===== src/rtl/memscan_pkg.sv =====
// Shared state encoding and default widths for the memscan read-scanner.
package memscan_pkg;

    localparam int unsigned ADDR_W_DEF = 32;
    localparam int unsigned DATA_W_DEF = 32;
    localparam int unsigned KEY_W_DEF  = 8;

    typedef enum logic [1:0] {
        IDLE  = 2'd0,
        ISSUE = 2'd1,
        DRAIN = 2'd2,
        DONE  = 2'd3
    } state_t;

endpackage


===== src/rtl/memscan_rd_pipe.sv =====
// Valid-bit delay line: the retire strobe lines up with read data DEPTH cycles after the address.
module memscan_rd_pipe #(
    parameter int unsigned DEPTH = 1
) (
    input  logic clk,
    input  logic reset,
    input  logic push,
    output logic retire
);

    logic [DEPTH-1:0] vld;

    always_ff @(posedge clk or negedge reset) begin
        if (!reset) begin
            vld <= '0;
        end else begin
            vld[0] <= push;
            for (int i = 1; i < DEPTH; i++) begin
                vld[i] <= vld[i-1];
            end
        end
    end

    assign retire = vld[DEPTH-1];

endmodule


===== src/rtl/memscan.sv =====
// Scans n memory locations from base m and counts bytes equal to key c.
// Optional MEMSCAN_CHECKSUM_EN adds a checksum output of all retired bytes.
module memscan
    import memscan_pkg::*;
#(
    parameter int unsigned ADDR_W       = ADDR_W_DEF,
    parameter int unsigned DATA_W       = DATA_W_DEF,
    parameter int unsigned KEY_W        = KEY_W_DEF,
    parameter int unsigned READ_LATENCY = 1
) (
    input  logic              clk,
    input  logic              reset,
    input  logic              start,
    input  logic [ADDR_W-1:0] m,
    input  logic [31:0]       c,
    input  logic [ADDR_W-1:0] n,
    output logic              finish,
    output logic [ADDR_W-1:0] return_val,
`ifdef MEMSCAN_CHECKSUM_EN
    output logic [ADDR_W-1:0] checksum,
`endif
    output logic [ADDR_W-1:0] memory_controller_address,
    output logic              memory_controller_write_enable,
    output logic [DATA_W-1:0] memory_controller_in,
    input  logic [DATA_W-1:0] memory_controller_out
);

    state_t            state;
    logic [ADDR_W-1:0] base;
    logic [ADDR_W-1:0] n_r;
    logic [ADDR_W-1:0] idx;
    logic [ADDR_W-1:0] count;
    logic [KEY_W-1:0]  key;
    logic [1:0]        drain_cnt;
    logic              addr_valid;
    logic              retire;
    logic              hit;
    logic [ADDR_W-1:0] count_next;
    logic              unused_bits;

    assign memory_controller_write_enable = 1'b0;
    assign memory_controller_in           = '0;
    assign unused_bits = ^{c[31:KEY_W], memory_controller_out[DATA_W-1:KEY_W]};

    memscan_rd_pipe #(
        .DEPTH (READ_LATENCY)
    ) u_rd_pipe (
        .clk    (clk),
        .reset  (reset),
        .push   (addr_valid),
        .retire (retire)
    );

    // Count includes the word retiring this cycle, so DONE can latch the final total.
    assign hit        = retire && (memory_controller_out[KEY_W-1:0] == key);
    assign count_next = count + ADDR_W'(hit);

`ifdef MEMSCAN_CHECKSUM_EN
    logic [ADDR_W-1:0] sum;
    logic [ADDR_W-1:0] sum_next;

    assign sum_next = sum + (retire ? ADDR_W'(memory_controller_out[KEY_W-1:0]) : '0);

    always_ff @(posedge clk or negedge reset) begin
        if (!reset) begin
            sum      <= '0;
            checksum <= '0;
        end else begin
            sum <= sum_next;
            if (state == IDLE && start) begin
                sum <= '0;
            end
            if (state == DONE) begin
                checksum <= sum_next;
            end
        end
    end
`endif

    always_ff @(posedge clk or negedge reset) begin
        if (!reset) begin
            state                     <= IDLE;
            finish                    <= 1'b0;
            return_val                <= '0;
            memory_controller_address <= '0;
            base                      <= '0;
            n_r                       <= '0;
            idx                       <= '0;
            count                     <= '0;
            key                       <= '0;
            drain_cnt                 <= '0;
            addr_valid                <= 1'b0;
        end else begin
            finish     <= 1'b0;
            addr_valid <= 1'b0;
            count      <= count_next;
            case (state)
                IDLE: begin
                    if (start) begin
                        base  <= m;
                        key   <= c[KEY_W-1:0];
                        n_r   <= n;
                        count <= '0;
                        idx   <= '0;
                        state <= (n == '0) ? DONE : ISSUE;
                    end
                end
                ISSUE: begin
                    memory_controller_address <= base + idx;
                    addr_valid                <= 1'b1;
                    idx                       <= idx + ADDR_W'(1);
                    if (idx == n_r - ADDR_W'(1)) begin
                        drain_cnt <= 2'(READ_LATENCY - 1);
                        state     <= DRAIN;
                    end
                end
                DRAIN: begin
                    if (drain_cnt == 2'd0) begin
                        state <= DONE;
                    end else begin
                        drain_cnt <= drain_cnt - 2'd1;
                    end
                end
                DONE: begin
                    return_val <= count_next;
                    finish     <= 1'b1;
                    state      <= IDLE;
                end
                default: state <= IDLE;
            endcase
        end
    end

endmodule


===== config.mk =====
export PLATFORM = sky130hd
export DESIGN_NAME = memscan
export DESIGN_NICKNAME = d
export VERILOG_FILES = /design/src/rtl/memscan_pkg.sv /design/src/rtl/memscan_rd_pipe.sv /design/src/rtl/memscan.sv
export SDC_FILE = /design/constraint.sdc
export NUM_CORES = 1
export LEC_CHECK = 0
export ABC_AREA = 1
export CAP_MARGIN = 30
export CORE_UTILIZATION = 43
export DETAILED_ROUTE_END_ITERATION = 7
export PLACE_DENSITY = 0.68
export SLEW_MARGIN = 10
export SYNTH_ARGS = -nofsm -noshare
export SYNTH_HDL_FRONTEND = slang
export SYNTH_SLANG_ARGS = --single-unit

===== constraint.sdc =====
create_clock -name clk -period 3.67 [get_ports clk]
set_clock_uncertainty 0.2 [all_clocks]
set_input_delay 0.5505 -clock clk [delete_from_list [all_inputs] [get_ports clk]]
set_output_delay 0.5505 -clock clk [all_outputs]
set_load 0.03 [all_outputs]

Word-level counts from Yosys, hierarchy flattened
Cells that the tools add are included.
W data, S select, Z words.
{"block": "word_totals", "wordCells": 50, "register_bits": 207, "input_bits": 131, "out_inout_bits": 98}
{"block": "op_classes", "eq_ne": 9, "muxes": 14, "add_sub_neg": 5, "reduce_logical": 10}
{"op": "$mux W32", "n": 3}
{"op": "$pmux W32 S2", "n": 1}
{"op": "$add A32 B1 Y32", "n": 1}
{"op": "$add A32 B1 Y32 const B", "n": 1}
{"op": "$add A32 B32 Y32", "n": 1}
{"op": "$eq A32 B32 Y1", "n": 1}
{"op": "$logic_not A32 Y1", "n": 1}
{"op": "$sub A32 B1 Y32 const B", "n": 1}
{"op": "$mux W2", "n": 6}
{"op": "$eq A8 B8 Y1", "n": 1}
{"op": "$ne A2 B2 Y1 const B", "n": 4}
{"op": "$pmux W2 S4", "n": 1}
{"op": "$reduce_and A3 Y1", "n": 2}
{"op": "$eq A2 B2 Y1 const B", "n": 2}
{"op": "$logic_not A2 Y1", "n": 2}
{"op": "$pmux W2 S2", "n": 1}
{"op": "$reduce_and A2 Y1", "n": 2}
{"op": "$reduce_bool A2 Y1", "n": 2}
{"op": "$eq A2 B1 Y1 const B", "n": 1}
{"op": "$mux W1", "n": 2}
{"op": "$sub A2 B1 Y2 const B", "n": 1}
{"op": "$logic_and A1 B1 Y1", "n": 1}

Depth between registers and ports, before layout
Gate-level depths: netlist (run 1).
{"block": "depth", "depth_word": 5, "depth_mapped": 18}

Modules after synthesis
From an unflattened synthesis (run 1), not the netlist that was laid out.
{"block": "unflattened", "cells_unflattened": 1679, "hier_area_um2": 12595.8}
{"module": "memscan", "area_per_inst_um2": 12570.8, "cells_per_inst": 1678, "instances": 1}
{"module": "memscan_rd_pipe", "area_per_inst_um2": 25.0, "cells_per_inst": 1, "instances": 1}

Least setup slack after synthesis (run 1)
No wires, ideal clock.
{"block": "synth_timing", "path_type": "input-to-reg", "start": "in memory_controller_out[4]", "end": "reg return_val[26]", "cell_stages": 18, "required_ns": 3.334, "path_slack_ns": 0.662, "setup_ns": 0.136, "arrival_time_ns": 2.672, "cell_sequence": "xor2_1 -> a221oi_1 -> nand2_1 -> nor4_1 -> ha_1 -> ha_1 -> nand2_1 -> nor2_1 -> nand2_1 -> inv_2 -> nand4_2 -> nor2_2 -> nand3_1 -> nor2_1 -> nand2_1 -> xor2_1 -> inv_1 -> o21ai_0"}
{"block": "synth_via", "elab_chain_len": 3}
{"element": "from (decl)", "line_no": "memscan.sv:25", "text": "input logic [DATA_W-1:0] memory_controller_out"}
{"element": "$eq A8 B8 Y1", "line_no": "memscan.sv:55", "text": "assign hit = retire && (memory_controller_out[KEY_W-1:0] == key);"}
{"element": "$logic_and A1 B1 Y1", "line_no": "memscan.sv:55"}
{"element": "$add A32 B1 Y32", "line_no": "memscan.sv:56", "text": "assign count_next = count + ADDR_W'(hit);"}
{"element": "to (signal assigned)", "line_no": "memscan.sv:125", "text": "return_val <= count_next;"}
{"element": "to (decl)", "line_no": "memscan.sv:18", "text": "output logic [ADDR_W-1:0] return_val,"}
Every way passes these cells.
A chain may end at the register's enable or synchronous reset.

Worst setup path after layout (run 1)
{"block": "layout_timing", "start": "in memory_controller_out[0]", "end": "reg return_val[26]"}
Same word-level chain as after synthesis.

==> impl_metrics.toml, run 1 <==
[grt]
initial_antenna_violation_count = 0
grt-ovfl-total = 0
grt_first_pass_wirelength_mm = 53.1
grt_start_max_net_pins = 121
grt.total_usage_pct = 21.7
via_count_of_the_first_global_routing_pass = 10532

[logic_synthesis]
postSynth.topFlopCell = "dfrtp_1"
synth_largest_type_area_fraction_pct = 41.3
synth_cell_types = 50
synth-async-reset-ratio_pct = 100
ys_ff_latch = 207
synth.yosys.warnings = 0
synth_cells = 1658
yosys.area.top_type = "dfrtp_1"
syn-cell-area_sq_um = 12500
yosysMostFrequentCell = "nand2_1"
syn_area_per_cell_sq_um = 7.56
synth.yosys.seq_area_share_pct = 41.3
post_synth_most_frequent_cells = "503 x nand2_1, 207 x dfrtp_1, 156 x nor2_1, 142 x inv_1, 88 x o21ai_0"
leading_post_synthesis_cells_by_cell_area = "dfrtp_1 41%, nand2_1 15%, nor2_1 4.7%"
count_of_flip_flops_with_a_built_in_enable_after_synthesis = 0

[power]
clkPwrFrac_pct = 22.8
sequentialPowerShare_pct = 35.6
cell_internal_pwr_uw = 5690
report.power.total_uw = 9760
cellPowerDensity_nw_per_um2 = 645
vdd_ir_drop_max_mv = 0.476
combinational_power_share_pct = 41.6
power_switching_share_pct = 41.7
switchingPower_uw = 4080
leakagePower_uw = 0.00708

[timing]
finalCritPeriodShare_pct = 91.5
time_the_worst_path_needs_with_i_o_delays_and_setup_ps = 3360
setup-violations-final = 0
timing.final.max_slew_violations = 0
timing_hold_violations_final = 0
postLayoutSetupSlackWorst_ps = 312
grt_setup_unrepaired = "no"
timing_worst_slew_pin_value_ps = 654
aggregate_negative_setup_slack_ps = 0
max_clock_freq_mhz = 298
worst_slew_margin_rel_pct = 56.4

[drt]
top_layer = "met4"
dr.pass1.iters = 5
wl_met2_mm = 15.4
detail_route.drc_violations = 0
routed_via_density = 5.04
vias = 11128
drtAntennaViolNets = 0
met1_length_mm = 15.0
avgRoutedWirePerCell_um = 14.6
detail_route.wirelength_mm = 32.3
initialDrtViolationCount = 847
met3WireLength_mm = 1.32

[clock_tree]
clk-insertion-delay-late_ps = 530
tritoncts.num_buffers = 25
cts.htree.levels = 1
worst_setup_hold_path_clk_slew_ps = 60
clock_tree.buffer_depth = 3
clock_tree.root_cell = "clkbuf_16"
clock_sink_total = 207
cts_tree = "built"
cts_setup_buffers = 0

[floorplanning]
start_util_pct = 43.7
io_pins = 229
die_area_sq_um = 29800
std_cell_rows = 62
core_area_sq_um = 28700
die_height_um = 173
die_w_um = 173

[final_layout]
multi_input_area_sq_um = 6490
area_used_by_sequential_logic_in_the_layout_sq_um = 5180
fillers = 2777
finish.instance_area_sq_um = 15100
area_delta_synth_final_pct = 20.7
finish.net_count = 1983
diodes = 0
final_util_pct = 52.7
post_route_cells_drive_above_1_share_pct = 6.97

[placement]
post-dp-hpwl_mm = 24.6
port_buffers = 147
post-place-ws_ps = -199
gp_routability_congestion = 0.881
post_dp_cell_area_sq_um = 14400

[worst_hold_path]
hold_path_class = "flop to flop"
worst_hold_path_stage_count = 0

[setup_path]
data_arrival_time_of_the_worst_path_ps = 3580
kind_of_end_point_of_the_critical_path = "flop"
data_required_time_of_the_critical_path_ps = 3890
crit_fanout = 4
reg2reg_depth = 19
critPathLaunchType = "primary input"
criticalPathCategory = "primary input to flop"

[outcome]
run_status = "finished clean"

[run]
max-cap-violations = 0
==> cells by family (layout without fill, tap and decap cells) <==
kind of cell	after synthesis	in the layout	share of synthesized area [%]
AO/OA/AOI/OAI	203	203	8.99
XOR/XNOR	95	95	6.64
adder cells (fa/ha/maj)	41	41	4.15
buffers and inverters	231	363	7.94
flip-flops	207	207	41.3
other	1	33	0.0299
AND/OR/NAND/NOR	880	880	30.9
==> flip-flops by register name (all words and copies together), names as in the netlist <==
signal                     count
base                          32
count                         32
idx                           32
memory_controller_address     32
n_r                           32
return_val                    32
key                            8
drain_cnt                      2
state                          2
addr_valid                     1
finish                         1
u_rd_pipe.retire               1
==> final timing paths <==
| path | start | endpoint | slack, ps |
|---|---|---|---|
| max | memory_controller_out[0] | return_val[26] | 310 |
| min | addr_valid | u_rd_pipe.retire | 170 |
| max reg2reg | key[4] | return_val[26] | 380 |
| min reg2reg | addr_valid | u_rd_pipe.retire | 170 |
| max in group asynchronous | reset | n_r[11] | 2070 |
| min in group asynchronous | reset | idx[15] | 300 |
==> per-stage QoR <==
| step | std cells | hold WS (ps) |
|---|---|---|
| 2_1_floorplan | 1690 | 54.9 |
| 6_report | 2206 | 174 |
| 3_3_place_gp | 2166 | 139 |
| 4_1_cts | 2206 | 168 |
| 5_1_grt | 2206 | 190 |
| 3_5_place_dp | 2167 | 136 |
==> routing by layer <==
metal	up-vias	track usage [%]
met2	258	36.7
met4	0	4.57
met1	5206	29.7
met5	-	0
met3	46	2.95
li1	5618	-
==> power by group through the flow <==
| stage | sequential (uW) | clock, uW | combinational (uW) |
|---|---|---|---|
| after global placement | 3510 | 0 | 3980 |
| after detailed placement | 3510 | 0 | 4070 |
| after CTS | 3480 | 2290 | 4100 |
| final | 3470 | 2220 | 4060 |
| after global routing | 3560 | 2380 | 4560 |
| after floorplan | 3770 | 0 | 2460 |
==> cell type report <==
type,count,share of cell area [%]
inverters,156,3.89
multi-input cells,1252,42.9
repair buffers,169,11.2
clock inverters,5,0.331
well taps,384,3.18
flip-flops and latches,207,34.2
clock buffers,33,4.33
==> critical path: stages <==
cell and delay (ps):
clkdlybuf4s50_1 460, inv_1 50, a221oi_1 280, nand2_1 90, nor4_1 210, buf_4 160
ha_1 150, ha_1 170, nand2_1 60, nor2_1 160, nand2_1 90, inv_2 70
nand4_2 80, nor2_2 200, nand3_1 210, nor2_2 170, nand2_1 80, xor2_1 140
inv_1 60, o21ai_0 150
==> timing repair <==
action                                 CTS  global route
setup endpoints to repair                0             1
hold buffers                             1             0
gates resized for setup                  0             1
endpoints found under the hold margin   28             0
==> cell usage in the layout (no fill, tap or decap), types with 19 or more instances in the layout <==
master,instances
nand4_1,27
o21ai_0,88
o21ai_1,19
xnor2_1,33
a21oi_1,55
nor3_1,34
conb_1,33
inv_1,141
ha_1,40
nand2_1,502
xor2_1,62
nor4_1,22
dfrtp_1,207
clkdlybuf4s50_1,146
clkbuf_16,25
nor2_1,155
nand3_1,74
(Power assumes the default switching activity.)
==> run 2, diff against run 1 <==
--- a/config.mk
+++ b/config.mk
@@ -9,7 +9,7 @@
 export CAP_MARGIN = 30
 export CORE_UTILIZATION = 43
 export DETAILED_ROUTE_END_ITERATION = 7
-export PLACE_DENSITY = 0.68
+export DONT_BUFFER_PORTS = 1
 export SLEW_MARGIN = 10
 export SYNTH_ARGS = -nofsm -noshare
 export SYNTH_HDL_FRONTEND = slang
==> impl_metrics.toml, run 2 (same netlist as run 1, synthesis figures left out) <==
[timing]
max_clock_freq_mhz = 311
finalHoldWorstSlack_ps = -470
worst_slew_margin_rel_pct = 50.8
grt_setup_unrepaired = "no"
aggregate_negative_setup_slack_ps = 0
timing_hold_violations_final = 207
setup-violations-final = 0
timing_worst_slew_pin_value_ps = 736
time_the_worst_path_needs_with_i_o_delays_and_setup_ps = 3210
finalCritPeriodShare_pct = 87.6
timing.final.max_slew_violations = 0

[grt]
grt.total_usage_pct = 21.6
grt_first_pass_wirelength_mm = 53.0
via_count_of_the_first_global_routing_pass = 10316
grt_start_max_net_pins = 208
initial_antenna_violation_count = 0
grt-ovfl-total = 0

[power]
cellPowerDensity_nw_per_um2 = 663
report.power.total_uw = 9530
vdd_ir_drop_max_mv = 0.470
leakagePower_uw = 0.00680

[floorplanning]
die_w_um = 173
die_height_um = 173
start_util_pct = 43.7
std_cell_rows = 62
die_area_sq_um = 29800
core_area_sq_um = 28700
io_pins = 229

[final_layout]
finish.net_count = 1893
post_route_cells_drive_above_1_share_pct = 7.25
final_util_pct = 50.1
diodes = 0
area_delta_synth_final_pct = 14.6
mostFrequentLayoutCell = "nand2_1"
layout_common_cells = "502 x nand2_1, 207 x dfrtp_1, 155 x nor2_1"

[setup_path]
criticalPathCategory = "flop to flop"
crit_fanout = 4
critPathLaunchType = "flop"
kind_of_end_point_of_the_critical_path = "flop"
data_required_time_of_the_critical_path_ps = 3920
data_arrival_time_of_the_worst_path_ps = 3460
timing.reg2reg.setup_slack_ps = 460

[drt]
avgRoutedWirePerCell_um = 15.2
vias = 10708
drtAntennaViolNets = 0
detail_route.wirelength_mm = 32.3
dr.pass1.iters = 5
initialDrtViolationCount = 702
detail_route.drc_violations = 0
routed_via_density = 5.05

[clock_tree]
worst_setup_hold_path_clk_slew_ps = 60
postCtsHoldBufs = 72
tritoncts.num_buffers = 25
clock_sink_total = 207
clock_tree.buffer_depth = 3
cts.htree.levels = 1
clock_tree.root_cell = "clkbuf_16"
cts_tree = "built"
clk-insertion-delay-late_ps = 530

[placement]
port_buffers = 0
gp_routability_congestion = 0.887
post-dp-hpwl_mm = 23.7

[outcome]
run_status = "finished, violations left"
failed_checks = "hold timing"

[run]
max-cap-violations = 0

[worst_hold_path]
hold_path_class = "primary input to async pin"
run 2: cell count changes in the layout (fill, tap and decap cells not counted), moves of 2 or more:
cell / previous run / this run
dlygate4sd3_1: 1 / 72
clkinvlp_4: 0 / 3
buf_4: 18 / 5
clkinv_4: 0 / 2
clkdlybuf4s50_1: 146 / 0
clkbuf_1: 8 / 2
clkbuf_8: 1 / 4
run 2: final cells by class:
| cell class | count | area, sq um |
|---|---|---|
| flip-flops and latches | 207 | 5180 |
| well taps | 384 | 480 |
| clock inverters | 12 | 129 |
| clock buffers | 31 | 688 |
| repair buffers | 79 | 806 |
| fillers | 2853 | 14300 |
| inverters | 156 | 589 |
| multi-input cells | 1252 | 6500 |
run 2: path summary, 6_finish.rpt:
path	from	endpoint	cells past startpoint
worst max-delay path	key[4]	return_val[26]	18
worst min-delay path	reset	return_val[21]	0
worst max register to register	key[4]	return_val[26]	18
worst min register to register	addr_valid	u_rd_pipe.retire	0
max in group asynchronous	reset	idx[0]	0
min in group clk	start	state[0]	4
run 2: through the flow:
stage | hold slack, ps | worst slack, ps | instance area [sq um] | std cells
final | -470 | 456 | 14400 | 2121
after global routing | -501 | 62.0 | 14400 | 2121
after CTS | -499 | 175 | 14400 | 2121
after detailed placement | 69.9 | 68.5 | 12800 | 2006
after global placement | 68.4 | 184 | 12800 | 2005
after floorplan | 54.9 | 662 | 12700 | 1690
run 2: layer usage:
layer  wire length (um)  track usage (%)
met1              14600             28.5
met3               1630             3.63
met2              15600             37.2
met4                543             4.87
met5                  0                0
run 2: critical path: stages (launching register included):
cell and delay [ps]:
dfrtp_1 390, xor2_1 160, a221oi_1 230, nand2_1 100, nor4_2 190, ha_1 220
ha_1 180, nand2_1 60, nor2_1 160, nand2_1 90, inv_2 70, nand4_2 90
nor2_2 230, nand3_2 160, nor2_2 170, nand2_1 90, xor2_1 130, inv_1 70
o21ai_0 130
run 2: repair_timing:
item / in CTS / in global routing
hold endpoints to repair: 279 / 207
resized for setup: 0 / 3
endpoints found under the setup margin: 0 / 7
setup buffers: 0 / 0
run 2: power by group:
group,switching [uW],internal (uW)
clock network,997,1470
registers,1030,2920
logic,2030,1080
==> run 3, diff against run 2 <==
--- a/config.mk
+++ b/config.mk
@@ -8,6 +8,7 @@
 export ABC_AREA = 1
 export CAP_MARGIN = 30
 export CORE_UTILIZATION = 43
+export CTS_CLUSTER_SIZE = 28
 export DETAILED_ROUTE_END_ITERATION = 7
 export DONT_BUFFER_PORTS = 1
 export SLEW_MARGIN = 10
==> results of run 3 <==
Final layout, timing and power as in run 2 (identical DEF).
